### src/rtl/midi_message_parser_if.sv
// rtl/midi_message_parser_if.sv - message word type and the byte-in / message-out bus
package midi_message_parser_pkg;

   // One decoded channel message as seen by the dispatcher
   typedef struct packed {
      logic [3:0] message_type;
      logic [3:0] channel;
      logic [6:0] data_byte1;
      logic [6:0] data_byte2;
   } message_t;

endpackage

interface midi_message_parser_if;
   import midi_message_parser_pkg::*;

   logic [7:0] rx_byte;
   logic       rx_valid;
   message_t   message;
   logic       message_ready;
   logic [7:0] error_count;

   modport master (
      output rx_byte,
      output rx_valid,
      input  message,
      input  message_ready,
      input  error_count
   );

   modport slave (
      input  rx_byte,
      input  rx_valid,
      output message,
      output message_ready,
      output error_count
   );

endinterface

### src/rtl/midi_message_parser.sv
// rtl/midi_message_parser.sv - MIDI byte stream to channel message parser (option: MIDI_VELOCITY_ZERO_NOTE_OFF_EN)
module midi_message_parser
   import midi_message_parser_pkg::*;
#(
   parameter bit         OMNI    = 1'b1,
   parameter logic [3:0] CHANNEL = 4'd0
) (
   input  logic                  clock_50_000_000,
   input  logic                  reset,
   midi_message_parser_if.slave  bus
);

   typedef enum logic [1:0] {
      IDLE    = 2'd0,
      WAIT_D1 = 2'd1,
      WAIT_D2 = 2'd2,
      SYSEX   = 2'd3
   } state_t;

   state_t     state_q,         state_d;
   logic [3:0] status_type_q,   status_type_d;
   logic [3:0] status_chan_q,   status_chan_d;
   // Set from a status byte until its first message completes; lets WAIT_D1
   // tell a fresh (incomplete) status apart from retained running status.
   logic       pending_q,       pending_d;
   logic [6:0] data1_q,         data1_d;
   message_t   message_q,       message_d;
   logic       message_ready_q, message_ready_d;
   logic [7:0] error_count_q,   error_count_d;

   logic       incomplete;
   logic       complete;
   logic       bump_error;
   message_t   done_msg;
   logic [7:0] b;

   // Next-state decode of one received byte
   always_comb begin
      state_d         = state_q;
      status_type_d   = status_type_q;
      status_chan_d   = status_chan_q;
      pending_d       = pending_q;
      data1_d         = data1_q;
      message_d       = message_q;
      message_ready_d = 1'b0;
      error_count_d   = error_count_q;
      complete        = 1'b0;
      bump_error      = 1'b0;
      done_msg        = '0;
      b               = bus.rx_byte;
      incomplete      = (state_q == WAIT_D2) || ((state_q == WAIT_D1) && pending_q);

      if (bus.rx_valid) begin
         if (b >= 8'hF8) begin
            // real-time bytes are transparent everywhere
         end else if ((b >= 8'h80) && (b <= 8'hEF)) begin
            bump_error    = incomplete;
            status_type_d = b[7:4];
            status_chan_d = b[3:0];
            pending_d     = 1'b1;
            state_d       = WAIT_D1;
         end else if (b == 8'hF0) begin
            pending_d = 1'b0;
            state_d   = SYSEX;
         end else if (b[7]) begin
            // 0xF1-0xF7: inside SysEx only the terminator matters
            if (state_q == SYSEX) begin
               if (b == 8'hF7) begin
                  state_d = IDLE;
               end
            end else begin
               pending_d = 1'b0;
               state_d   = IDLE;
            end
         end else begin
            case (state_q)
               IDLE: begin
                  bump_error = 1'b1;
               end
               WAIT_D1: begin
                  data1_d = b[6:0];
                  if ((status_type_q == 4'hC) || (status_type_q == 4'hD)) begin
                     complete            = 1'b1;
                     done_msg.data_byte1 = b[6:0];
                     done_msg.data_byte2 = 7'h00;
                  end else begin
                     state_d = WAIT_D2;
                  end
               end
               WAIT_D2: begin
                  complete            = 1'b1;
                  done_msg.data_byte1 = data1_q;
                  done_msg.data_byte2 = b[6:0];
               end
               default: begin
                  // SYSEX payload is dropped silently
               end
            endcase
         end
      end

      if (complete) begin
         done_msg.message_type = status_type_q;
         done_msg.channel      = status_chan_q;
`ifdef MIDI_VELOCITY_ZERO_NOTE_OFF_EN
         if ((done_msg.message_type == 4'h9) && (done_msg.data_byte2 == 7'h00)) begin
            done_msg.message_type = 4'h8;
            done_msg.data_byte2   = 7'h40;
         end
`else
         // NOTE_ON with zero velocity passes through unchanged
`endif
         // running status: stay ready for the next data byte
         state_d   = WAIT_D1;
         pending_d = 1'b0;
         if (OMNI || (status_chan_q == CHANNEL)) begin
            message_d       = done_msg;
            message_ready_d = 1'b1;
         end
      end

      if (bump_error && (error_count_q != 8'hFF)) begin
         error_count_d = error_count_q + 8'd1;
      end
   end

   // Parser state and registered outputs
   always_ff @(posedge clock_50_000_000 or posedge reset) begin
      if (reset) begin
         state_q         <= IDLE;
         status_type_q   <= 4'h0;
         status_chan_q   <= 4'h0;
         pending_q       <= 1'b0;
         data1_q         <= 7'h00;
         message_q       <= '0;
         message_ready_q <= 1'b0;
         error_count_q   <= 8'h00;
      end else begin
         state_q         <= state_d;
         status_type_q   <= status_type_d;
         status_chan_q   <= status_chan_d;
         pending_q       <= pending_d;
         data1_q         <= data1_d;
         message_q       <= message_d;
         message_ready_q <= message_ready_d;
         error_count_q   <= error_count_d;
      end
   end

   assign bus.message       = message_q;
   assign bus.message_ready = message_ready_q;
   assign bus.error_count   = error_count_q;

endmodule

### src/flat_wrapper.sv
// flat-port wrapper written by rule: the top's interface ports become plain ports
module midi_message_parser_flat import midi_message_parser_pkg::*;
#(
   parameter bit         OMNI    = 1'b1,
   parameter logic [3:0] CHANNEL = 4'd0
)
  (clock_50_000_000, reset, bus_rx_byte, bus_rx_valid, bus_message, bus_message_ready, bus_error_count);
  midi_message_parser_if bus_i ();
  input  logic clock_50_000_000;
  input  logic reset;
  input wire logic [$bits(bus_i.rx_byte)-1:0] bus_rx_byte;
  input wire logic [$bits(bus_i.rx_valid)-1:0] bus_rx_valid;
  output wire logic [$bits(bus_i.message)-1:0] bus_message;
  output wire logic [$bits(bus_i.message_ready)-1:0] bus_message_ready;
  output wire logic [$bits(bus_i.error_count)-1:0] bus_error_count;
  assign bus_i.rx_byte = bus_rx_byte;
  assign bus_i.rx_valid = bus_rx_valid;
  assign bus_message = bus_i.message;
  assign bus_message_ready = bus_i.message_ready;
  assign bus_error_count = bus_i.error_count;
  midi_message_parser #(.OMNI(OMNI), .CHANNEL(CHANNEL)) u_core (.clock_50_000_000(clock_50_000_000), .reset(reset), .bus(bus_i));
endmodule
### config.mk
export PLATFORM = sky130hd
export DESIGN_NAME = midi_message_parser_flat
export DESIGN_NICKNAME = d
export VERILOG_FILES = /design/src/rtl/midi_message_parser_if.sv /design/src/rtl/midi_message_parser.sv /design/src/flat_wrapper.sv
export SDC_FILE = /design/constraint.sdc
export NUM_CORES = 1
export LEC_CHECK = 0
export ABC_AREA = 1
export CAP_MARGIN = 0
export CORE_MARGIN = 10
export CORE_UTILIZATION = 54
export CTS_BUF_LIST = sky130_fd_sc_hd__clkbuf_8
export DETAILED_ROUTE_END_ITERATION = 6
export PLACE_DENSITY = 0.91
export REMOVE_ABC_BUFFERS = 1
export SYNTH_ARGS = -nofsm -noshare
export SYNTH_HDL_FRONTEND = slang
export SYNTH_SLANG_ARGS = --single-unit
### constraint.sdc
create_clock -name clock_50_000_000 -period 2 [get_ports clock_50_000_000]
set_input_delay 0.3 -clock clock_50_000_000 [delete_from_list [all_inputs] [get_ports clock_50_000_000]]
set_output_delay 0.3 -clock clock_50_000_000 [all_outputs]
set_load 0.02 [all_outputs]
==> After elaboration in Yosys (flattened, before gate mapping) <==
Cells that the tools add are included.
{ "word_totals": {"ff_bits": 49, "output_inout_bits": 31} }
{ "op_classes": {"n_addsub": 1, "magnitude_cmp": 3, "eq_ne": 12, "muxes": 38, "bitwise_logic": 4, "reduce_logical": 13} }
{ "ops": {"columns": ["cell", "n"], "rows": [
  ["14-bit two-way mux", 6],
  ["14-bit case mux with 2 select lines", 1],
  ["1-bit two-way mux", 20],
  ["2-bit two-way mux", 10],
  ["8-bit == test, second input constant", 2],
  ["8-bit >= comparator, second input constant", 2],
  ["8-bit by 1-bit adder with 8-bit output, second input constant", 1],
  ["4-bit == test, second input constant", 2],
  ["8-bit less-or-equal comparator, second input constant", 1],
  ["8-bit inequality test, second input constant", 1],
  ["6-bit by 3-bit inequality test with 1-bit output, second input constant", 1],
  ["6-bit AND reduction", 1],
  ["5-bit by 2-bit inequality test with 1-bit output, second input constant", 1],
  ["5-bit AND reduction", 1],
  ["5-bit nonzero test", 1],
  ["2-bit == test, second input constant", 2],
  ["4-bit by 1-bit inequality test with 1-bit output, second input constant", 1],
  ["1-bit NOT", 4],
  ["4-bit AND reduction", 1],
  ["4-bit nonzero test", 1],
  ["1-bit logical AND", 3],
  ["3-bit AND reduction", 1],
  ["2-bit by 1-bit == test with 1-bit output, second input constant", 1],
  ["2-bit logical NOT", 1],
  ["other kinds (4)", 5]
]} }

==> Depth between registers and ports, before layout <==
{ "depth": {"word_depth": 11, "mapped_depth": 11, "depth_no_buf": 10} }

==> Least setup slack after synthesis <==
No wires, ideal clock.
{ "synth_path": {"kind": "register to register", "start": "reg u_core.state_q[1]", "end": "reg u_core.state_q[0]", "t_arrival_ns": 1.370, "t_required_ns": 1.883, "setup_slack_ns": 0.514, "path_stages_with_launch": 11, "synth_period_minus_slack_ns": 1.486, "path_cell_list": "dfrtp_1 > inv_1 > ha_1 > nand4_2 > nand2_1 > nand3_2 > buf_6 > nand3_1 > nand2_1 > nand2_1 > nand2_1"} }
{ "synth_via": {"elab_chain_len": 9, "word_cells_on_any_way": 22, "cone_classes": "eq/ne (6); mux (13); reduce/logical (3)"} }
{ "synth_lines": {"columns": ["element", "line", "rtl"], "rows": [
  ["start, declared", "midi_message_parser.sv:20", "state_t state_q, state_d;"],
  ["start signal, assigned", "midi_message_parser.sv:139", "state_q <= state_d;"],
  ["2-bit == test or 2-bit by 1-bit == test with 1-bit output (tied branches)", "midi_message_parser.sv:76", "case (state_q)"],
  ["1-bit case mux with 2 select lines", "midi_message_parser.sv:76", null],
  ["1-bit two-way mux", "midi_message_parser.sv:65", "end else if (b[7]) begin"],
  ["1-bit two-way mux", "midi_message_parser.sv:62", "end else if (b == 8'hF0) begin"],
  ["1-bit two-way mux", "midi_message_parser.sv:56", "end else if ((b >= 8'h80) && (b <= 8'hEF)) begin"],
  ["1-bit two-way mux", "midi_message_parser.sv:54", "if (b >= 8'hF8) begin"],
  ["1-bit two-way mux", "midi_message_parser.sv:53", "if (bus.rx_valid) begin"],
  ["6-bit by 3-bit inequality test with 1-bit output (no source line) (tied with other cells)", null, null],
  ["5-bit AND reduction (no source line)", null, null]
]} }
Parallel ways exist; a longest one is shown, timed or not. The select of a mux whose other input is x is not followed.
A chain may end at the register's enable or synchronous reset.

==> Worst setup path after layout <==
{ "layout_path": {"start": "reg u_core.state_q[1]", "end": "reg u_core.message_q (netlist bit u_core.bus.message[2])"} }
{ "layout_via": {"elab_chain_len": 7, "word_cells_on_any_way": 14, "cone_classes": "eq/ne (2); mux (12)"} }
{ "layout_lines": {"columns": ["element", "line", "rtl"], "rows": [
  ["2-bit == test or 2-bit by 1-bit == test with 1-bit output (tied branches)", "midi_message_parser.sv:76", null],
  ["14-bit case mux with 2 select lines or 1-bit case mux with 2 select lines (tied branches)", "midi_message_parser.sv:76", null],
  ["14-bit two-way mux or 1-bit two-way mux (tied branches)", "midi_message_parser.sv:65", null],
  ["14-bit two-way mux or 1-bit two-way mux (tied branches)", "midi_message_parser.sv:62", null],
  ["14-bit two-way mux or 1-bit two-way mux (tied branches)", "midi_message_parser.sv:56", null],
  ["14-bit two-way mux or 1-bit two-way mux (tied branches)", "midi_message_parser.sv:54", null],
  ["14-bit two-way mux or 1-bit two-way mux (tied branches)", "midi_message_parser.sv:53", null],
  ["end signal, assigned", "midi_message_parser.sv:144", "message_q <= message_d;"],
  ["end, declared", "midi_message_parser.sv:27", "message_t message_q, message_d;"]
]} }
Parallel ways exist; a longest one is shown, timed or not.

==> summary.txt <==
Run status
  • Run status: finished clean

Global route
  • Antenna violations before repair: 0
  • GR Overflow Total: 0
  • Met2 usage in global routing: 24.1%
  • Wire length of the first global-routing pass: 9320 um
  • Global routing met3 resource utilization: between 5 and 6%
  • Total global routing track utilization: between 10% and 20%
  • Pin count of the biggest net entering global routing: 50
  • Via count of the first global-routing pass: around 1900
  • Highest-utilization routing layer at the global route stage: met2
  • Grt met1 use: roughly a fifth

STA
  • Worst-case clock skew: 0.00677 ns
  • Final worst-path cycle share: 88.3%
  • Count of pins over their slew limit: 0
  • Setup repair after global routing missed its margin: false
  • Final Hold Fails: 0
  • Total negative slack: 0 ns
  • FMAX: between 0.5 and 0.6 GHz
  • Setup violation total in the final timing report: 0
  • Slew at the pin closest to its max-slew limit: approximately 0.45 ns
  • Time the worst path needs with I/O delays and setup: 1.77 ns
  • Final worst hold slack: 0.346 ns
  • Relative slew slack: between 60% and 70%

Yosys
  • Synth Cell Area: roughly 2300 sq um
  • Number of instances in the synthesized netlist: roughly 270
  • Syn avg cell area: 8.63 sq um
  • Count of yosys warnings during synthesis: 0
  • Count of unique library cells instantiated by Yosys: 25
  • Sequential fraction of the synthesis area: 52.3%
  • Post-synthesis register bit count: slightly below 50

Power and ir drop
  • Leakage power: roughly 0.0015 uW
  • Power Density: 1300 nW/um^2
  • Worst supply voltage drop on vdd: 0.000757 V

Flow run
  • Max-cap violations: 0

Layout
  • Synth-to-Final Area Change: 25.0%
  • Post-layout net count: 334
  • Proportion of layout cells with a drive suffix above 1: 9.72%
  • Inserted Diodes: 0
  • Fill cell instance count of the final layout: 309

Clock tree
  • Total number of H-tree levels: 2
  • Clock insertion delay at the later pin of the skew report: 0.30 ns
  • Cells resized by post-CTS repair: 0
  • Number of CTS-inserted buffers: 5
  • # Post-CTS Setup Buffers: 0
  • Root Buffer: sky130_fd_sc_hd__clkbuf_8
  • Max Buffers Root-to-Sink: 2
  • Hold-fix buffers, CTS: 0
  • Clock Pin Slew Worst Setup and Hold Paths: roughly 0.08 ns
  • Clock tree from TritonCTS: yes
  • Num Clock Sinks: between 40 and 50

Detailed routing
  • First-pass iteration count of the detailed router: 4
  • Average detailed-routed wire length per instance: ~14 um
  • First-iteration detailed-routing DRC count: 111
  • Final wirelength: about 5300 um
  • DRC Markers: 0
  • Routed via count: 1970
  • Average vias per placed instance: roughly 5.3
  • Final antenna-violating net count: 0

Setup path
  • Critical path cell sequence: inv_1, ha_1, nand4_2, nand2_1, nand3_2, buf_4, o31ai_1
  • Slowest stage delay, CP: 0.42 ns
  • Req. time, crit path: roughly 2.2 ns
  • Sort of element at the start of the critical path: register
  • Worst Path Class, Setup: register to register
  • Worst path arrival time: slightly below 2 ns
  • Flop2flop setup slack: 0.23 ns
  • Startpoint of the worst register-to-register path: u_core.state_q[1]
  • Worst reg2reg path depth: 7
  • Critical register-to-register path endpoint: u_core.bus.message[2]
  • Category of the worst setup path capture point: register
  • Standard cell with the maximum stage delay on the critical path: sky130_fd_sc_hd__dfrtp_1
  • Top fanout value on the critical path: 17

Placement
  • Number of buffers added on ports: 41
  • Routability cong.: 0.787
  • HPWL after DPL: 3820 um

Die
  • Effective utilization at floorplan: 57.0%
  • Site row count: 23
  • Die footprint: 7380 sq um
  • Placeable Area: 4120 sq um
  • Width of the chip: 85.9 um
  • Die height: between 80 and 90 um
  • Num ports: 42

Min path
  • Type of the most critical hold path: input pin to async pin
==> metrics by stage <==
step	util, %	instance area [sq um]	instances	power (uW)	setup WS [ns]
2_1_floorplan	-	2280	263	2400	0.122
3_3_place_gp	68.4	2820	361	3030	0.246
3_5_place_dp	68.4	2820	361	3100	0.181
4_1_cts	71.2	2930	369	3830	0.252
5_1_grt	71.2	2930	369	4080	0.0982
6_report	71.2	2930	369	3800	0.234
==> synthesized netlist by cell type <==
cell type / number / share of area [%]
sky130_fd_sc_hd__a21oi_4: 1 / 0.69
sky130_fd_sc_hd__buf_6: 4 / 1.9
sky130_fd_sc_hd__nand2_2: 4 / 1.1
sky130_fd_sc_hd__nand3_1: 21 / 4.5
sky130_fd_sc_hd__nand3b_1: 2 / 0.64
sky130_fd_sc_hd__nand3_2: 3 / 1.3
sky130_fd_sc_hd__o21ai_0: 23 / 4.9
sky130_fd_sc_hd__o21ai_4: 1 / 0.69
sky130_fd_sc_hd__buf_2: 4 / 0.85
sky130_fd_sc_hd__inv_2: 4 / 0.64
sky130_fd_sc_hd__o31ai_1: 7 / 2.2
sky130_fd_sc_hd__nor3_1: 1 / 0.21
sky130_fd_sc_hd__xnor2_1: 2 / 0.75
sky130_fd_sc_hd__a21oi_1: 1 / 0.21
sky130_fd_sc_hd__inv_1: 17 / 2.7
sky130_fd_sc_hd__nor2_4: 1 / 0.48
sky130_fd_sc_hd__clkbuf_1: 1 / 0.16
sky130_fd_sc_hd__nand2_4: 1 / 0.48
sky130_fd_sc_hd__ha_1: 5 / 2.7
sky130_fd_sc_hd__nand4_2: 1 / 0.53
sky130_fd_sc_hd__xor2_1: 4 / 1.5
sky130_fd_sc_hd__nor2_1: 6 / 0.96
sky130_fd_sc_hd__nand4_1: 2 / 0.53
sky130_fd_sc_hd__dfrtp_1: 49 / 52
sky130_fd_sc_hd__nand2_1: 107 / 17
==> layout by cell type (no fill, tap or decap) <==
| cell | n |
|---|---|
| sky130_fd_sc_hd__nand2_1 | 107 |
| sky130_fd_sc_hd__dfrtp_1 | 49 |
| sky130_fd_sc_hd__clkdlybuf4s50_1 | 41 |
| sky130_fd_sc_hd__o21ai_0 | 23 |
| sky130_fd_sc_hd__nand3_1 | 21 |
| sky130_fd_sc_hd__inv_1 | 17 |
| sky130_fd_sc_hd__o31ai_1 | 7 |
| sky130_fd_sc_hd__nor2_1 | 6 |
| sky130_fd_sc_hd__clkbuf_8 | 6 |
| sky130_fd_sc_hd__buf_4 | 6 |
| sky130_fd_sc_hd__inv_2 | 5 |
| sky130_fd_sc_hd__ha_1 | 5 |
| sky130_fd_sc_hd__nand2_2 | 4 |
| sky130_fd_sc_hd__xor2_1 | 4 |
| sky130_fd_sc_hd__nand3_2 | 3 |
| sky130_fd_sc_hd__nand4_1 | 2 |
| sky130_fd_sc_hd__nand3b_1 | 2 |
| sky130_fd_sc_hd__xnor2_1 | 2 |
| sky130_fd_sc_hd__nand4_2 | 1 |
| sky130_fd_sc_hd__nor2_4 | 1 |
| sky130_fd_sc_hd__a21oi_4 | 1 |
| sky130_fd_sc_hd__a21oi_1 | 1 |
| sky130_fd_sc_hd__o21ai_4 | 1 |
| sky130_fd_sc_hd__nand2_4 | 1 |
| sky130_fd_sc_hd__nor3_1 | 1 |
| sky130_fd_sc_hd__bufinv_16 | 1 |
| sky130_fd_sc_hd__buf_12 | 1 |
==> cells by family after synthesis <==
family | count (synthesis) | share of synthesized area [%]
buffers and inverters | 30 | 6.29
and+or+nand+nor | 149 | 27.8
adders and majority gates | 5 | 2.67
AOI/OAI and AO/OA | 33 | 8.75
DFF | 49 | 52.3
xor gates and xnor gates | 6 | 2.24
==> state kept, by name, indices dropped and copies added, names as in the netlist <==
name and cells:
u_core.bus.error_count 8, u_core.status_chan_q 4, u_core.bus.message_ready 1, u_core.data1_q 7
u_core.status_type_q 4, u_core.bus.message 22, u_core.pending_q 1, u_core.state_q 2
==> per-layer routing <==
metal  wire [um]  vias to the layer above
met5           0                        -
met4          95                        0
met3         388                       10
met2        2550                       66
met1        2290                      933
li1            -                      961
==> power by group <==
group	internal (uW)	total, uW	switching [uW]
sequential	1310	1530	218
clock	402	716	313
combinational	673	1560	888
==> how the worst max path moves through the flow <==
stage / to / start / slack (ns) / depth (start not counted)
2_1_floorplan: u_core.state_q[1] / u_core.state_q[1] / 0.12 / 9
3_3_place_gp: u_core.data1_q[0] / bus_rx_valid / 0.25 / 3
3_5_place_dp: u_core.bus.message[2] / bus_rx_byte[7] / 0.18 / 7
4_1_cts: u_core.bus.message[2] / u_core.state_q[1] / 0.25 / 7
5_1_grt: u_core.bus.message[4] / u_core.state_q[1] / 0.1 / 7
6_report: u_core.bus.message[2] / u_core.state_q[1] / 0.23 / 7
==> critical path: cells and delay by family, from the launching register on <==
family,cells,cell delay [ns]
adder cells (fa/ha/maj),1,0.25
flip-flops,1,0.42
AO/OA/AOI/OAI,1,0.24
AND/OR/NAND/NOR,3,0.40
buffers and inverters,2,0.36
==> final cells by class <==
| cell class | count | area [sq um] | area share [%] |
|---|---|---|---|
| Timing Repair Buffer | 48 | 475 | 16.2 |
| Multi-Input combinational cell | 193 | 972 | 33.2 |
| Tap cell | 50 | 62.6 | 2.13 |
| Clock buffer | 6 | 82.6 | 2.82 |
| Clock inverter | 2 | 33.8 | 1.15 |
| Inverter | 21 | 78.8 | 2.69 |
| Sequential cell | 49 | 1230 | 41.8 |
(Power assumes the default switching activity.)
